[src/rtl/seg_scan_ctrl.sv]
// Four-digit multiplexed 7-segment scan controller.
// Each digit slot runs BLANK (all anodes off) -> LOAD (one cycle, latch the
// cathode pattern from the external nibble mux) -> ON (drive one anode).
// seg_sel advances on the ON->BLANK edge and selects the external mux input.
module seg_scan_ctrl #(
   parameter int ON_CYC    = 50000,
   parameter int BLANK_CYC = 500
) (
   input  logic       clk,
   input  logic       reset,
   input  logic       hold,
   input  logic [3:0] hex_in,
   input  logic [3:0] dp_in,
   input  logic [3:0] digit_en,
   output logic [1:0] seg_sel,
   output logic [3:0] anode,
   output logic [6:0] seg,
   output logic       dp,
   output logic       frame_done
);

   typedef enum logic [1:0] {S_BLANK, S_LOAD, S_ON} state_t;

   localparam logic [19:0] BLANK_LAST = 20'(BLANK_CYC - 1);
   localparam logic [19:0] ON_LAST    = 20'(ON_CYC - 1);

   state_t      state_q, state_d;
   logic [19:0] cnt_q, cnt_d;
   logic [1:0]  sel_q, sel_d;
   logic [3:0]  anode_q, anode_d;
   logic [6:0]  seg_q, seg_d;
   logic        dp_q, dp_d;
   logic        frame_q, frame_d;
   logic [6:0]  dec;
   logic [3:0]  on_anode;

   // Hex nibble to active-low cathodes (seg[6]=a ... seg[0]=g).
   always_comb begin
      dec = 7'h7F;
      case (hex_in)
         4'h0: dec = 7'h01;  4'h1: dec = 7'h4F;  4'h2: dec = 7'h12;  4'h3: dec = 7'h06;
         4'h4: dec = 7'h4C;  4'h5: dec = 7'h24;  4'h6: dec = 7'h20;  4'h7: dec = 7'h0F;
         4'h8: dec = 7'h00;  4'h9: dec = 7'h04;  4'hA: dec = 7'h08;  4'hB: dec = 7'h60;
         4'hC: dec = 7'h31;  4'hD: dec = 7'h42;  4'hE: dec = 7'h30;  4'hF: dec = 7'h38;
         default: dec = 7'h7F;
      endcase
   end

   // Anode pattern for the selected digit; a disabled digit leaves all off.
   always_comb begin
      on_anode         = 4'hF;
      on_anode[sel_q]  = ~digit_en[sel_q];
   end

   // Next-state and registered-output logic; hold freezes everything.
   always_comb begin
      state_d = state_q;
      cnt_d   = cnt_q;
      sel_d   = sel_q;
      anode_d = anode_q;
      seg_d   = seg_q;
      dp_d    = dp_q;
      frame_d = 1'b0;
      if (!hold) begin
         case (state_q)
            S_BLANK: begin
               anode_d = 4'hF;
               if (cnt_q == BLANK_LAST) begin
                  state_d = S_LOAD;
                  cnt_d   = '0;
               end else begin
                  cnt_d = cnt_q + 20'd1;
               end
            end
            S_LOAD: begin
               seg_d   = dec;
               dp_d    = ~dp_in[sel_q];
               anode_d = on_anode;
               cnt_d   = '0;
               state_d = S_ON;
            end
            S_ON: begin
               if (cnt_q == ON_LAST) begin
                  state_d = S_BLANK;
                  cnt_d   = '0;
                  sel_d   = sel_q + 2'd1;
                  anode_d = 4'hF;
                  seg_d   = 7'h7F;
                  dp_d    = 1'b1;
                  frame_d = (sel_q == 2'd3);
               end else begin
                  cnt_d   = cnt_q + 20'd1;
                  anode_d = on_anode;
               end
            end
            default: begin
               state_d = S_BLANK;
               cnt_d   = '0;
               anode_d = 4'hF;
               seg_d   = 7'h7F;
               dp_d    = 1'b1;
            end
         endcase
      end
   end

   // State and output registers; reset overrides hold.
   always_ff @(posedge clk) begin
      if (reset) begin
         state_q <= S_BLANK;
         cnt_q   <= '0;
         sel_q   <= '0;
         anode_q <= 4'hF;
         seg_q   <= 7'h7F;
         dp_q    <= 1'b1;
         frame_q <= 1'b0;
      end else begin
         state_q <= state_d;
         cnt_q   <= cnt_d;
         sel_q   <= sel_d;
         anode_q <= anode_d;
         seg_q   <= seg_d;
         dp_q    <= dp_d;
         frame_q <= frame_d;
      end
   end

   assign seg_sel    = sel_q;
   assign anode      = anode_q;
   assign seg        = seg_q;
   assign dp         = dp_q;
   assign frame_done = frame_q;

endmodule

[config.mk]
export PLATFORM = sky130hd
export DESIGN_NAME = seg_scan_ctrl
export DESIGN_NICKNAME = d
export VERILOG_FILES = /design/src/rtl/seg_scan_ctrl.sv
export SDC_FILE = /design/constraint.sdc
export NUM_CORES = 1
export LEC_CHECK = 0
export CAP_MARGIN = 20
export CORE_UTILIZATION = 45
export CTS_BUF_LIST = sky130_fd_sc_hd__clkbuf_4 sky130_fd_sc_hd__clkbuf_8
export CTS_CLUSTER_DIAMETER = 100
export CTS_CLUSTER_SIZE = 40
export DETAILED_ROUTE_END_ITERATION = 6
export DONT_BUFFER_PORTS = 1
export GPL_ROUTABILITY_DRIVEN = 0
export PLACE_DENSITY = 0.62
export RECOVER_POWER = 25
export SYNTH_ARGS = -nofsm -noshare
export SYNTH_HDL_FRONTEND = slang
export SYNTH_SLANG_ARGS = --single-unit
[constraint.sdc]
create_clock -name clk -period 2.23 [get_ports clk]
set_clock_uncertainty 0.05 [all_clocks]
set_input_delay 0.223 -clock clk [delete_from_list [all_inputs] [get_ports clk]]
set_output_delay 0.223 -clock clk [all_outputs]
set_load 0.005 [all_outputs]
; Yosys cells after proc, flatten, opt, wreduce, memory -nomap -nowiden
; Memories as Yosys holds them, arrays and structs flattened.
; Cells that the tools add are included.
[word_totals]
mem_count = 1
reg_bits = 37
inputBits = 15
word_cells = 51
rom_bits = 112
[memory_table]
columns = name, words, word_bits, read_ports, rd_clocked_by_memory_dff, wr, line
row1 = (name not given), 16, 7, 1, 0, 0, 40  ; case (hex_in)
[op_classes]
reduce_logical = 6
n_eq_ne = 7
n_mux = 18
bitwise = 8
n_lt_le_gt_ge = 2
add_sub_neg = 2
[ops]
columns = cell, n
row1 = 2-to-1 mux 20 bit, 2
row2 = one-hot mux 20 bit (2 select lines), 1
row3 = one-hot mux 7 bit (3 select lines), 1
row4 = "adder 20 x 1 -> 20 bit, second input constant", 1
row5 = "equality test 20 x 16 -> 1 bit, second input constant", 1
row6 = "equality test 20 x 9 -> 1 bit, second input constant", 1
row7 = AND reduction 3 bit, 3
row8 = one-hot mux 4 bit (2 select lines), 1
row9 = 2-to-1 mux 7 bit, 1
row10 = NOT 1 bit, 6
row11 = one-hot mux 2 bit (3 select lines), 1
row12 = binary-select mux 1 bit (select 2 bit), 2
row13 = "equality test 2 bit, second input constant", 2
row14 = 2-to-1 mux 1 bit, 4
row15 = 2-to-1 mux 2 bit, 2
row16 = 2-to-1 mux 4 bit, 1
row17 = "!= test 2 bit, second input constant", 2
row18 = NOT 4 bit, 1
row19 = bitwise OR 4 bit, 1
row20 = OR reduction 4 bit, 1
row21 = "< comparator 2 x 3 -> 1 bit, second input constant", 1
row22 = one-hot mux 1 bit (3 select lines), 1
row23 = "adder 2 x 1 -> 2 bit, second input constant", 1
row24 = demux 1 bit (select 2 bit), 1
row25 = 4 further kinds, 4

; Longest topological paths before layout
; Gate-level depths: netlist (run 1).
[depth]
word_depth = 8
depth_mapped = 7
ltp_nobuf = 6

; Least setup slack after synthesis (run 1)
; Ideal clock, no wire load.
[synth_path]
path_kind = reg2reg
from = register cnt_q[0]
to = register cnt_q[15]
path_stages_with_launch = 8
arrival_time_ns = 1.767
required_ns = 2.056
setup_time_ns = 0.124
path_slack_ns = 0.289
n_path_buf = 1
path_cell_list = dfxtp_1 -> ha_1 -> nor4bb_1 -> nand4_1 -> o41a_1 -> clkbuf_1 -> o2111ai_1 -> nand3_1
[synth_via]
elab_chain_cells = 3
[synth_lines]
columns = element, line
row1 = from (decl), 28  ; logic [19:0] cnt_q, cnt_d;
row2 = from (signal assigned), 119  ; cnt_q <= cnt_d;
row3 = "adder 20 x 1 -> 20 bit, or another cell as far along", "72, 92"
row4 = 2-to-1 mux 20 bit (on tied branches), "83, 68"
row5 = one-hot mux 20 bit (2 select lines) *, 65  ; case (state_q)
; Every way passes the cells marked *; elsewhere a longest branch is shown, timed or not.
; A chain may end at the register's enable or synchronous reset.

; Worst setup path in the final report (run 1)
[layout_path]
from = register cnt_q[13]
to = register seg_q[2], in the netlist seg[2]
[layout_via]
elab_chain_cells = 3
[layout_lines]
columns = element, line
row1 = equality test 20 x 16 -> 1 bit, 83  ; if (cnt_q == ON_LAST) begin
row2 = != test 2 bit (no line), n/a
row3 = AND reduction 3 bit (no line), n/a
row4 = to (signal assigned), 122  ; seg_q <= seg_d;
row5 = to (decl), 31  ; logic [6:0] seg_q, seg_d;
; Every way passes these cells.

==> impl_metrics.toml, run 1 <==
[status]
status = "complete, no violations"

[clock_network]
numCtsBuffers = 5
clock_tree.root_cell = "clkbuf_8"
clock-sinks = 37
clockBufferDepth = 2
insertion_delay_ns = 0.29
cts_tree = "built"
htreeDepth = 2
clkSlewWorstSetupHoldPaths_ns = 0.08

[route]
first_pass_iters = 4
vias_per_cell = 5.98
wirelength_um = 5730
wl_per_cell_um = 15.1
drc = 0
ant_nets = 0
drt_iter0_markers = 176
num_vias = 2271

[power]
peakVddDrop_uv = 247
power_density_nw_per_um2 = 439
p_leak_nw = 1.09

[floorplanning]
initial_utilization = 0.465
io_pins = 30
num_rows = 26
die_h_um = 74.7
die_w_um = 74.7
core_area_um2 = 5110
die_area_um2 = 5580

[sta]
max_freq_mhz = 488
slew_violations = 0
tightestPinTransition_ns = 0.747
setup_viol = 0
hold_viol = 0
finalSetupTns_ns = 0
whs_ns = 0.00727
fin_crit_ns = 2.05
finalCritPeriodShare = 0.919
max-slew-margin-rel = 0.500
rsz0062_at_grt = "no"

[hold_path]
hp-class = "in2reg"

[synth]
ys_seq_elements = 37
synth_common_cells = "dfxtp_1, nand2_1, nor2_1, nand3_1, a21oi_1"
synth_area_leader_cell = "dfxtp_1"
synth-async-reset-ratio = 0
synth_area_um2 = 2380
synth.yosys.seq_area_share = 0.312
ys_types = 45
yosysWarnings = 0
synth_cells = 299
synth_edf_count = 0
synth.area.top_cells = "dfxtp_1, ha_1, nand2_1"
postSynthNetCount = 328
synth_area_per_cell_um2 = 7.95
synth_top_area_share = 0.312
synth_ff_type = "dfxtp_1"

[final_layout]
drive_above_1_share = 0.142
antenna_cells = 0
final_nets = 338
area_growth_pct = 15.0

[global_routing]
track_usage = 0.229
grt_max_degree = 33
grt_pass1_wl_um = 9760
antenna_found_initial = 0
grt.overflow.total = 0
grt_pass1_vias = 2088

[critical_path]
start_kind = "flip-flop"
crit_fanout = 9
required_ns = 2.34
path_class = "reg2reg"
cp-end-kind = "flip-flop"
arrival_ns = 2.16

[run]
drv_cap = 0

[placed_design]
io_buffers = 0
place.detailed.hpwl_um = 3850
[metrics by stage]
step / instances / cell area (um^2) / setup slack, ns / util / power [mW]
finish: 380 / 2730 / 0.180 / 0.535 / 1.20
global route: 380 / 2730 / 0.0387 / 0.535 / 1.26
CTS: 375 / 2610 / 0.0456 / 0.511 / 1.22
detailed placement: 366 / 2510 / 0.0614 / 0.492 / 0.741
global placement: 366 / 2510 / 0.0807 / 0.492 / 0.741
floorplan: 299 / 2380 / 0.289 / - / 0.738
[critical path, cell delays in order, from the launching register on]
cell	delay, ns
dfxtp_1	0.37
nor4_4	0.33
nand4_1	0.20
o21a_1	0.23
or3_1	0.54
mux2i_1	0.19
[worst paths after layout]
path	from	to	slack, ns	depth (start not counted)
setup / recovery	cnt_q[13]	seg[2]	0.18	5
hold / removal	hold	cnt_q[0]	0.007	2
setup reg to reg	cnt_q[13]	seg[2]	0.18	5
hold reg to reg	state_q[1]	state_q[1]	0.43	2
[flip-flops by register name (all words and copies together), names as in the netlist]
register    cells
seg             7
frame_done      1
anode           4
state_q         2
dp              1
seg_sel         2
cnt_q          20
[routing by layer]
layer	vias to the layer above	track usage	routed length (um)
met1	1071	0.304	2760
met3	9	0.0509	269
met4	0	0.0797	102
li1	1136	-	-
met2	55	0.366	2600
met5	-	0	0
[layout by cell type (no fill, tap or decap), drive strengths merged, types with 3 or more instances in the layout]
cell / instances
nor4: 9
and4: 4
mux2i: 12
and2: 4
clkinv: 3
nand3: 17
nor2: 24
nor3: 6
ha: 14
o22ai: 7
dfxtp: 37
o211ai: 12
buf: 22
o2111ai: 5
a211oi: 3
nand2: 37
inv: 12
clkbuf: 6
o21ai: 12
and3: 7
nand4: 9
a21oi: 15
mux4: 3
[logic make-up (layout without fill, tap and decap cells)]
group | count (synthesis) | after routing | synth area share
and+or+nand+nor | 129 | 129 | 0.280
DFF | 37 | 37 | 0.312
muxes | 15 | 15 | 0.0789
buffers and inverters | 35 | 46 | 0.0595
adders and majority gates | 14 | 14 | 0.0737
xor gates and xnor gates | 1 | 1 | 0.00368
AOI/OAI and AO/OA | 68 | 68 | 0.193
[repair_timing]
action	in CTS	in global routing
hold buffers	1	1
hold endpoints to repair	10	1
setup endpoints to repair	0	24
gates resized for setup	0	14
setup buffers	0	3
[cell type report]
class | count | area, um^2
clock buffers | 5 | 68.8
clock inverters | 3 | 17.5
fillers | 502 | 2370
inverters | 13 | 48.8
multi-input cells | 227 | 1550
flip-flops and latches | 37 | 743
well taps | 70 | 87.6
repair buffers | 25 | 215
[power breakdown]
part / switching, mW / internal (mW)
Sequential: 0.00223 / 0.664
Clock: 0.252 / 0.216
Combinational: 0.0383 / 0.0290
Total: 0.293 / 0.908
Note: power is estimated with default switching activity, not from simulation.
==> inputs of run 2 (changes only) <==
--- a/config.mk
+++ b/config.mk
@@ -18,3 +18,4 @@
 export SYNTH_ARGS = -nofsm -noshare
 export SYNTH_HDL_FRONTEND = slang
 export SYNTH_SLANG_ARGS = --single-unit
+export TNS_END_PERCENT = 30
==> results of run 2 <==
Same layout as run 1: the final DEF is identical, and so are final timing and power.
